## src/rtl/alu_arbiter.sv

```systemverilog
// Round-robin arbiter and sequencer sharing one ALU among N requesters.
// One operation is in flight at a time; results and flags are registered on completion.
module alu_arbiter #(
    parameter int N        = 4,
    parameter int W        = 16,
    parameter int OPW      = 6,
    parameter int MAX_WAIT = 64
) (
    input  logic                 clk,
    input  logic                 rst,
    input  logic [N-1:0]         req,
    input  logic [N*OPW-1:0]     req_opcode,
    input  logic [N*W-1:0]       req_a,
    input  logic [N*W-1:0]       req_b,
    output logic [N-1:0]         gnt,
    output logic [N-1:0]         done,
    output logic                 err,
    output logic [W-1:0]         res_acc1,
    output logic [W-1:0]         res_acc2,
    output logic [3:0]           res_flags,
    output logic [$clog2(N)-1:0] res_id,
    output logic                 busy,
    output logic                 alu_bgn,
    output logic [OPW-1:0]       alu_opcode,
    output logic [W-1:0]         alu_a,
    output logic [W-1:0]         alu_b,
    input  logic [W-1:0]         alu_acc1,
    input  logic [W-1:0]         alu_acc2,
    input  logic                 alu_zero,
    input  logic                 alu_negative,
    input  logic                 alu_carry,
    input  logic                 alu_overflow,
    input  logic                 alu_rdy
);
    localparam int IDW = $clog2(N);
    localparam int CW  = $clog2(MAX_WAIT + 1);

    typedef enum logic [2:0] {
        S_IDLE,
        S_ISSUE,
        S_ARM,
        S_WAIT,
        S_RESP
    } state_t;

    state_t         state_q, state_d;
    logic [IDW-1:0] ptr_q;
    logic [IDW-1:0] owner_q;
    logic [CW-1:0]  cnt_q;
    logic           err_q;
    logic [OPW-1:0] opcode_q;
    logic [W-1:0]   a_q, b_q;
    logic [W-1:0]   acc1_q, acc2_q;
    logic [3:0]     flags_q;
    logic [IDW-1:0] res_id_q;

    logic [IDW-1:0] sel;
    logic [IDW-1:0] idx;
    logic           any_req;
    logic           timeout;
    logic           capture;

    // First asserted request at or after ptr, wrapping past N-1.
    always_comb begin
        any_req = 1'b0;
        sel     = '0;
        idx     = '0;
        for (int unsigned i = 0; i < N; i++) begin
            idx = IDW'((32'(ptr_q) + i) % N);
            if (!any_req && req[idx]) begin
                any_req = 1'b1;
                sel     = idx;
            end
        end
    end

    assign timeout = (cnt_q == CW'(MAX_WAIT));
    assign capture = (state_q == S_WAIT) && alu_rdy;

    always_ff @(posedge clk) begin
        if (rst) state_q <= S_IDLE;
        else     state_q <= state_d;
    end

    // Illegal opcodes still pass through ISSUE (without alu_bgn) so gnt and done never coincide.
    always_comb begin
        state_d = state_q;
        case (state_q)
            S_IDLE:  if (any_req) state_d = S_ISSUE;
            S_ISSUE: state_d = err_q ? S_RESP : S_ARM;
            S_ARM: begin
                if (timeout)       state_d = S_RESP;
                else if (!alu_rdy) state_d = S_WAIT;
            end
            S_WAIT:  if (alu_rdy || timeout) state_d = S_RESP;
            S_RESP:  state_d = S_IDLE;
            default: state_d = S_IDLE;
        endcase
    end

    always_comb begin
        gnt     = '0;
        done    = '0;
        err     = 1'b0;
        alu_bgn = 1'b0;
        busy    = (state_q != S_IDLE);
        case (state_q)
            S_ISSUE: begin
                gnt[owner_q] = 1'b1;
                alu_bgn      = !err_q;
            end
            S_RESP: begin
                done[owner_q] = 1'b1;
                err           = err_q;
            end
            default: ;
        endcase
    end

    always_ff @(posedge clk) begin
        if (rst) begin
            ptr_q    <= '0;
            owner_q  <= '0;
            cnt_q    <= '0;
            err_q    <= 1'b0;
            opcode_q <= '0;
            a_q      <= '0;
            b_q      <= '0;
            acc1_q   <= '0;
            acc2_q   <= '0;
            flags_q  <= '0;
            res_id_q <= '0;
        end else begin
            case (state_q)
                S_IDLE: begin
                    if (any_req) begin
                        owner_q  <= sel;
                        opcode_q <= req_opcode[sel*OPW +: OPW];
                        a_q      <= req_a[sel*W +: W];
                        b_q      <= req_b[sel*W +: W];
                        err_q    <= (req_opcode[sel*OPW +: OPW] == '0);
                    end
                end
                S_ISSUE: cnt_q <= '0;
                S_ARM, S_WAIT: begin
                    cnt_q <= cnt_q + 1'b1;
                    if (state_d == S_RESP && !capture) err_q <= 1'b1;
                end
                S_RESP: ptr_q <= (owner_q == IDW'(N - 1)) ? '0 : owner_q + 1'b1;
                default: ;
            endcase
            if (capture) begin
                acc1_q  <= alu_acc1;
                acc2_q  <= alu_acc2;
                flags_q <= {alu_zero, alu_negative, alu_carry, alu_overflow};
            end
            if (state_d == S_RESP && state_q != S_RESP) res_id_q <= owner_q;
        end
    end

    assign res_acc1   = acc1_q;
    assign res_acc2   = acc2_q;
    assign res_flags  = flags_q;
    assign res_id     = res_id_q;
    assign alu_opcode = opcode_q;
    assign alu_a      = a_q;
    assign alu_b      = b_q;

endmodule

```

## config.mk

```make
export PLATFORM = sky130hd
export DESIGN_NAME = alu_arbiter
export DESIGN_NICKNAME = d
export VERILOG_FILES = /design/src/rtl/alu_arbiter.sv
export SDC_FILE = /design/constraint.sdc
export NUM_CORES = 1
export LEC_CHECK = 0
export CAP_MARGIN = 20
export CORE_UTILIZATION = 34
export CTS_CLUSTER_SIZE = 20
export DETAILED_ROUTE_END_ITERATION = 10
export PLACE_DENSITY_LB_ADDON = 0.15
export SYNTH_ARGS = -nofsm -noshare
export SYNTH_HDL_FRONTEND = slang
export SYNTH_SLANG_ARGS = --single-unit
```

## constraint.sdc

```tcl
create_clock -name clk -period 2.3 [get_ports clk]
set_input_delay 0.345 -clock clk [delete_from_list [all_inputs] [get_ports clk]]
set_output_delay 0.345 -clock clk [all_outputs]
set_load 0.03 [all_outputs]
```

======== After elaboration in Yosys (flattened, before gate mapping) ========
Cells that the tools add are included.
storage, ports and cells
  register bits ........................... 91
  bits of input ports ..................... 195
  output and inout port bits .............. 87
  word-level logic and storage cells ...... 91
operators by class
  $add $sub $neg .......................... 5
  $mul .................................... 1
  $lt $le $gt $ge ......................... 6
  eq/ne operators ......................... 10
  shifts and indexed selects .............. 3
  mux-type cells .......................... 33
  reduce and logical (&&, ||, !) cells .... 21
operators by type and width
  operator               number
  $shiftx A64 B7 Y16     2
  $shiftx A24 B6 Y6      1
  $lt A2 B3 Y1 const B   5
  $mux W3                5
  $pmux W7 S2            1
  $mux W1                13
  $pmux W3 S4            1
  $mux W2                5
  $bmux W1 S2            4
  $mux W4                2
  $add A7 B1 Y7 const B  1
  $eq A7 B7 Y1 const B   1
  $logic_and A1 B1 Y1    7
  $eq A3 B2 Y1 const B   2
  $eq A3 B3 Y1 const B   2
  $logic_not A6 Y1       1
  $logic_not A1 Y1       5
  $add A2 B1 Y2 const B  2
  $add A2 B2 Y2 const B  2
  $mul A2 B2 Y4 const B  1
  $ne A2 B2 Y1 const B   2
  $reduce_bool A2 Y1     2
  $eq A3 B1 Y1 const B   1
  $logic_not A3 Y1       1
  10 further kinds       10

======== Depth between registers and ports, before layout ========
  word-level depth ........................ 18
  mapped depth ............................ 8
  mapped depth without buffers ............ 7

======== Worst setup path before layout ========
OpenSTA, ideal clock, no wires.
  kind .................................... flip-flop to flip-flop
  from .................................... reg ptr_q[1]
  to ...................................... reg err_q
  arrival time ............................ 2.291 ns
  required time ........................... 2.216 ns
  path slack .............................. -0.075 ns
  stages on the path, launching flop included .. 6
  path buffers ............................ 0
  clock period less this slack ............ 2.375 ns
  cell sequence ........................... dfxtp_1 -> mux2_2 -> a221oi_2 -> mux4_1 -> or4b_1 -> o31ai_2
between the ends
  longest elaborated chain between the ends .. 18
  elaborated cells between the ends (all ways) .. 37
ends and longest elaborated chain
  what                                                    line  RTL
  start, declared                                         47    logic [IDW-1:0] ptr_q;
  start signal, assigned                                  149   S_RESP: ptr_q <= (owner_q == IDW'(N - 1)) ? '0 : owner_q + 1'b1;
  branches (longest 18 deep; another with $mul A2 B2 Y4)  --
  end signal, assigned                                    141   err_q <= (req_opcode[sel*OPW +: OPW] == '0);
  end, declared                                           50    logic err_q;
Parallel ways; which one is timed is not known. The select of a mux whose other input is x is not followed.
A chain may end at the register's enable or synchronous reset.

======== Final worst setup path ========
Same ends and word-level chain as after synthesis.

==> flow_summary.ini <==
[pwr]
p_leak_uw = 0.00307
power_density_nw_per_um2 = 606
peakVddDrop_mv = 0.323

[cells_and_area]
fillers = 1181
num_antenna_cells = 0
postLayoutCellArea_um2 = 8070
fin_nets = 1080
area_growth_pct = 73.9
post-route-util_pct = 60.7
drive_above_1_share_pct = 7.81

[setup_path]
path_cells = mux2_4 -> a221oi_4 -> buf_6 -> mux4_2 -> or4b_4 -> o31ai_2
reg2reg_slack_ns = 0.07
path_buf_inv = 1
crit_type = reg2reg
cp.arrival_ns = 2.50
cp-end-kind = flop
cpPeakStageDelay_ns = 0.55
crit_fanout = 5
start_kind = flop
critPathSlowestCell = or4b_4
crit_family = multiplexers
cp.required_ns = 2.57

[floorplan]
die_w_um = 119
fp.coreArea_um2 = 13300
die_y_um = 119
ios = 282
start_util_pct = 34.9
rows = 42
die_area_um2 = 14100

[global_route]
grt_pass1_wl_um = 26900
antenna_found_initial = 0
grt_max_degree = 92
grt_pass1_vias = 5488
grtUsageTotal_pct = 24.1
gr-total-overflow = 0

[detailed_routing]
ant_nets = 0
wirelength_um = 17200
wire_per_inst_um = 16.2
drt_iter0_drc = 245
first_pass_iters = 4
num_vias = 5440
drcViolationCount = 0
drt-vias-per-instance = 5.13

[synth]
postSynthAreaPerCell_um2 = 7.62
seq_area_frac_synth_pct = 39.3
syn_inst = 609
yosys_warnings = 0
yosysUniqueCellTypes = 39
synth_edf_count = 0
synth_seq_cells = 91
ys_async_sr_fraction_pct = 0
synth_fp_nets = 810
synth_flop_cell = dfxtp_1
netlist_area_um2 = 4640

[sta]
setup_viol = 0
fin_skew_ns = 0.00840
finalMaxSlewViolations = 0
grt_setup_unrepaired = true
hold_viol_final = 0
tightest_slew_ns = 0.601
fin_ws_ns = 0.0709
hold-worst-slack_ns = 0.455
relSlewSlack_pct = 59.8
timing.fmax_mhz = 449
period_share_pct = 96.9
fin_crit_ns = 2.23

[clocking]
clock-root-buffer = clkbuf_16
insertion_delay_ns = 0.35
htree_levels = 3
clkSlewWorstSetupHoldPaths_ns = 0.07
cts_tree = done
cts_sinks = 91
cts_hold_buffers = 0
cts-buffers-inserted = 9
clk_path_buf_depth = 2

[placement]
numPortBuffers = 281
dp_slack_ns = -0.546
hpwl_um = 12700
globalplace.congestion = 0.823
dpl_cell_area_um2 = 7750

[job]
max-cap-violations = 0

[outcome]
outcome = finished, final reports clean

[min_path]
hp-class = reg2reg
[routing by layer]
metal	wire [um]	GRT usage, %	part of all wire (%)
met1	6840	27.0	40
met4	629	12.1	3.7
met3	1090	6.23	6.3
met5	0	0	0
met2	8630	42.3	50
[flip-flops by register name (all words and copies together) (netlist names), 3 cells and up]
signal and cells:
res_flags 4, alu_opcode 6, state_q 3, alu_b 16, res_acc2 16, alu_a 16
res_acc1 16, cnt_q 7
[cells in the mapped netlist, drive strengths merged (5+ instances only)]
cell type / instances / area (um2)
ha: 6 / 75.1
nand2: 194 / 728
nor2: 14 / 52.6
clkbuf: 49 / 184
a311o: 32 / 320
dfxtp: 91 / 1820
and3: 41 / 257
a21oi: 86 / 430
and2: 5 / 33.8
inv: 7 / 26.3
mux4: 5 / 120
a211oi: 33 / 248
[cells in the final DEF (no fill, tap or decap), types with 4 or more instances in the layout]
master / n
and3_1: 41
inv_1: 7
nor2_1: 13
a311o_1: 32
clkdlybuf4s50_1: 272
ha_1: 6
inv_6: 4
buf_4: 25
dfxtp_1: 90
nor3_1: 4
and2_1: 4
mux4_2: 5
a211oi_1: 33
clkbuf_16: 9
buf_12: 4
nand2_1: 193
a21oi_1: 86
dlygate4sd2_1: 5
[cells by family (layout without fill, tap and decap cells)]
kind of cell	after synthesis	after routing	synth area share, %
buf+inv	59	334	4.93
mux	12	12	4.21
compound gates	162	162	23.4
simple gates	279	279	26.6
fa+ha+maj	6	6	1.62
flops	91	91	39.3
[tightest hold or removal path, stage by stage, from the launching register on]
cell and delay (ns):
dfxtp_1 0.31, nand2_1 0.05, a21oi_1 0.05
[final timing paths]
path                               start                endpoint  cells after the start
setup / recovery   ptr_q[1]$_SDFFE_PP0P_      err_q$_SDFFE_PP0P_                      6
hold / removal    alu_a[14]$_SDFFE_PP0P_  alu_a[14]$_SDFFE_PP0P_                      2
setup reg to reg   ptr_q[1]$_SDFFE_PP0P_      err_q$_SDFFE_PP0P_                      6
hold reg to reg   alu_a[14]$_SDFFE_PP0P_  alu_a[14]$_SDFFE_PP0P_                      2
[where the power goes]
part,internal [uW],switching [uW]
Sequential,1700,84.5
Combinational,829,816
Clock,760,694
[through the flow]
stage | std cells | total power, uW | setup TNS (ns)
6_report | 1060 | 4890 | 0
5_1_grt | 1060 | 5130 | -0.0216
2_1_floorplan | 609 | 2640 | -0.0326
3_5_place_dp | 1043 | 3470 | -12.52
3_3_place_gp | 1043 | 3450 | -8.72
4_1_cts | 1060 | 4940 | -0.0881
[area by class of cell]
cell class / count / area [um2] / area share (%)
Multi-Input combinational cell: 459 / 2620 / 32.4
Clock inverter: 7 / 67.6 / 0.837
Clock buffer: 9 / 225 / 2.79
Timing Repair Buffer: 311 / 3090 / 38.3
Tap cell: 176 / 220 / 2.73
Inverter: 7 / 26.3 / 0.326
Sequential cell: 91 / 1830 / 22.6
[timing repair]
action | CTS | global route
endpoints found under the setup margin | 16 | 27
hold endpoints to repair | 0 | 0
resized for setup | 7 | 10
setup buffers | 1 | 0
pin swaps | 1 | 2
Power figures use the tool's default switching activity.
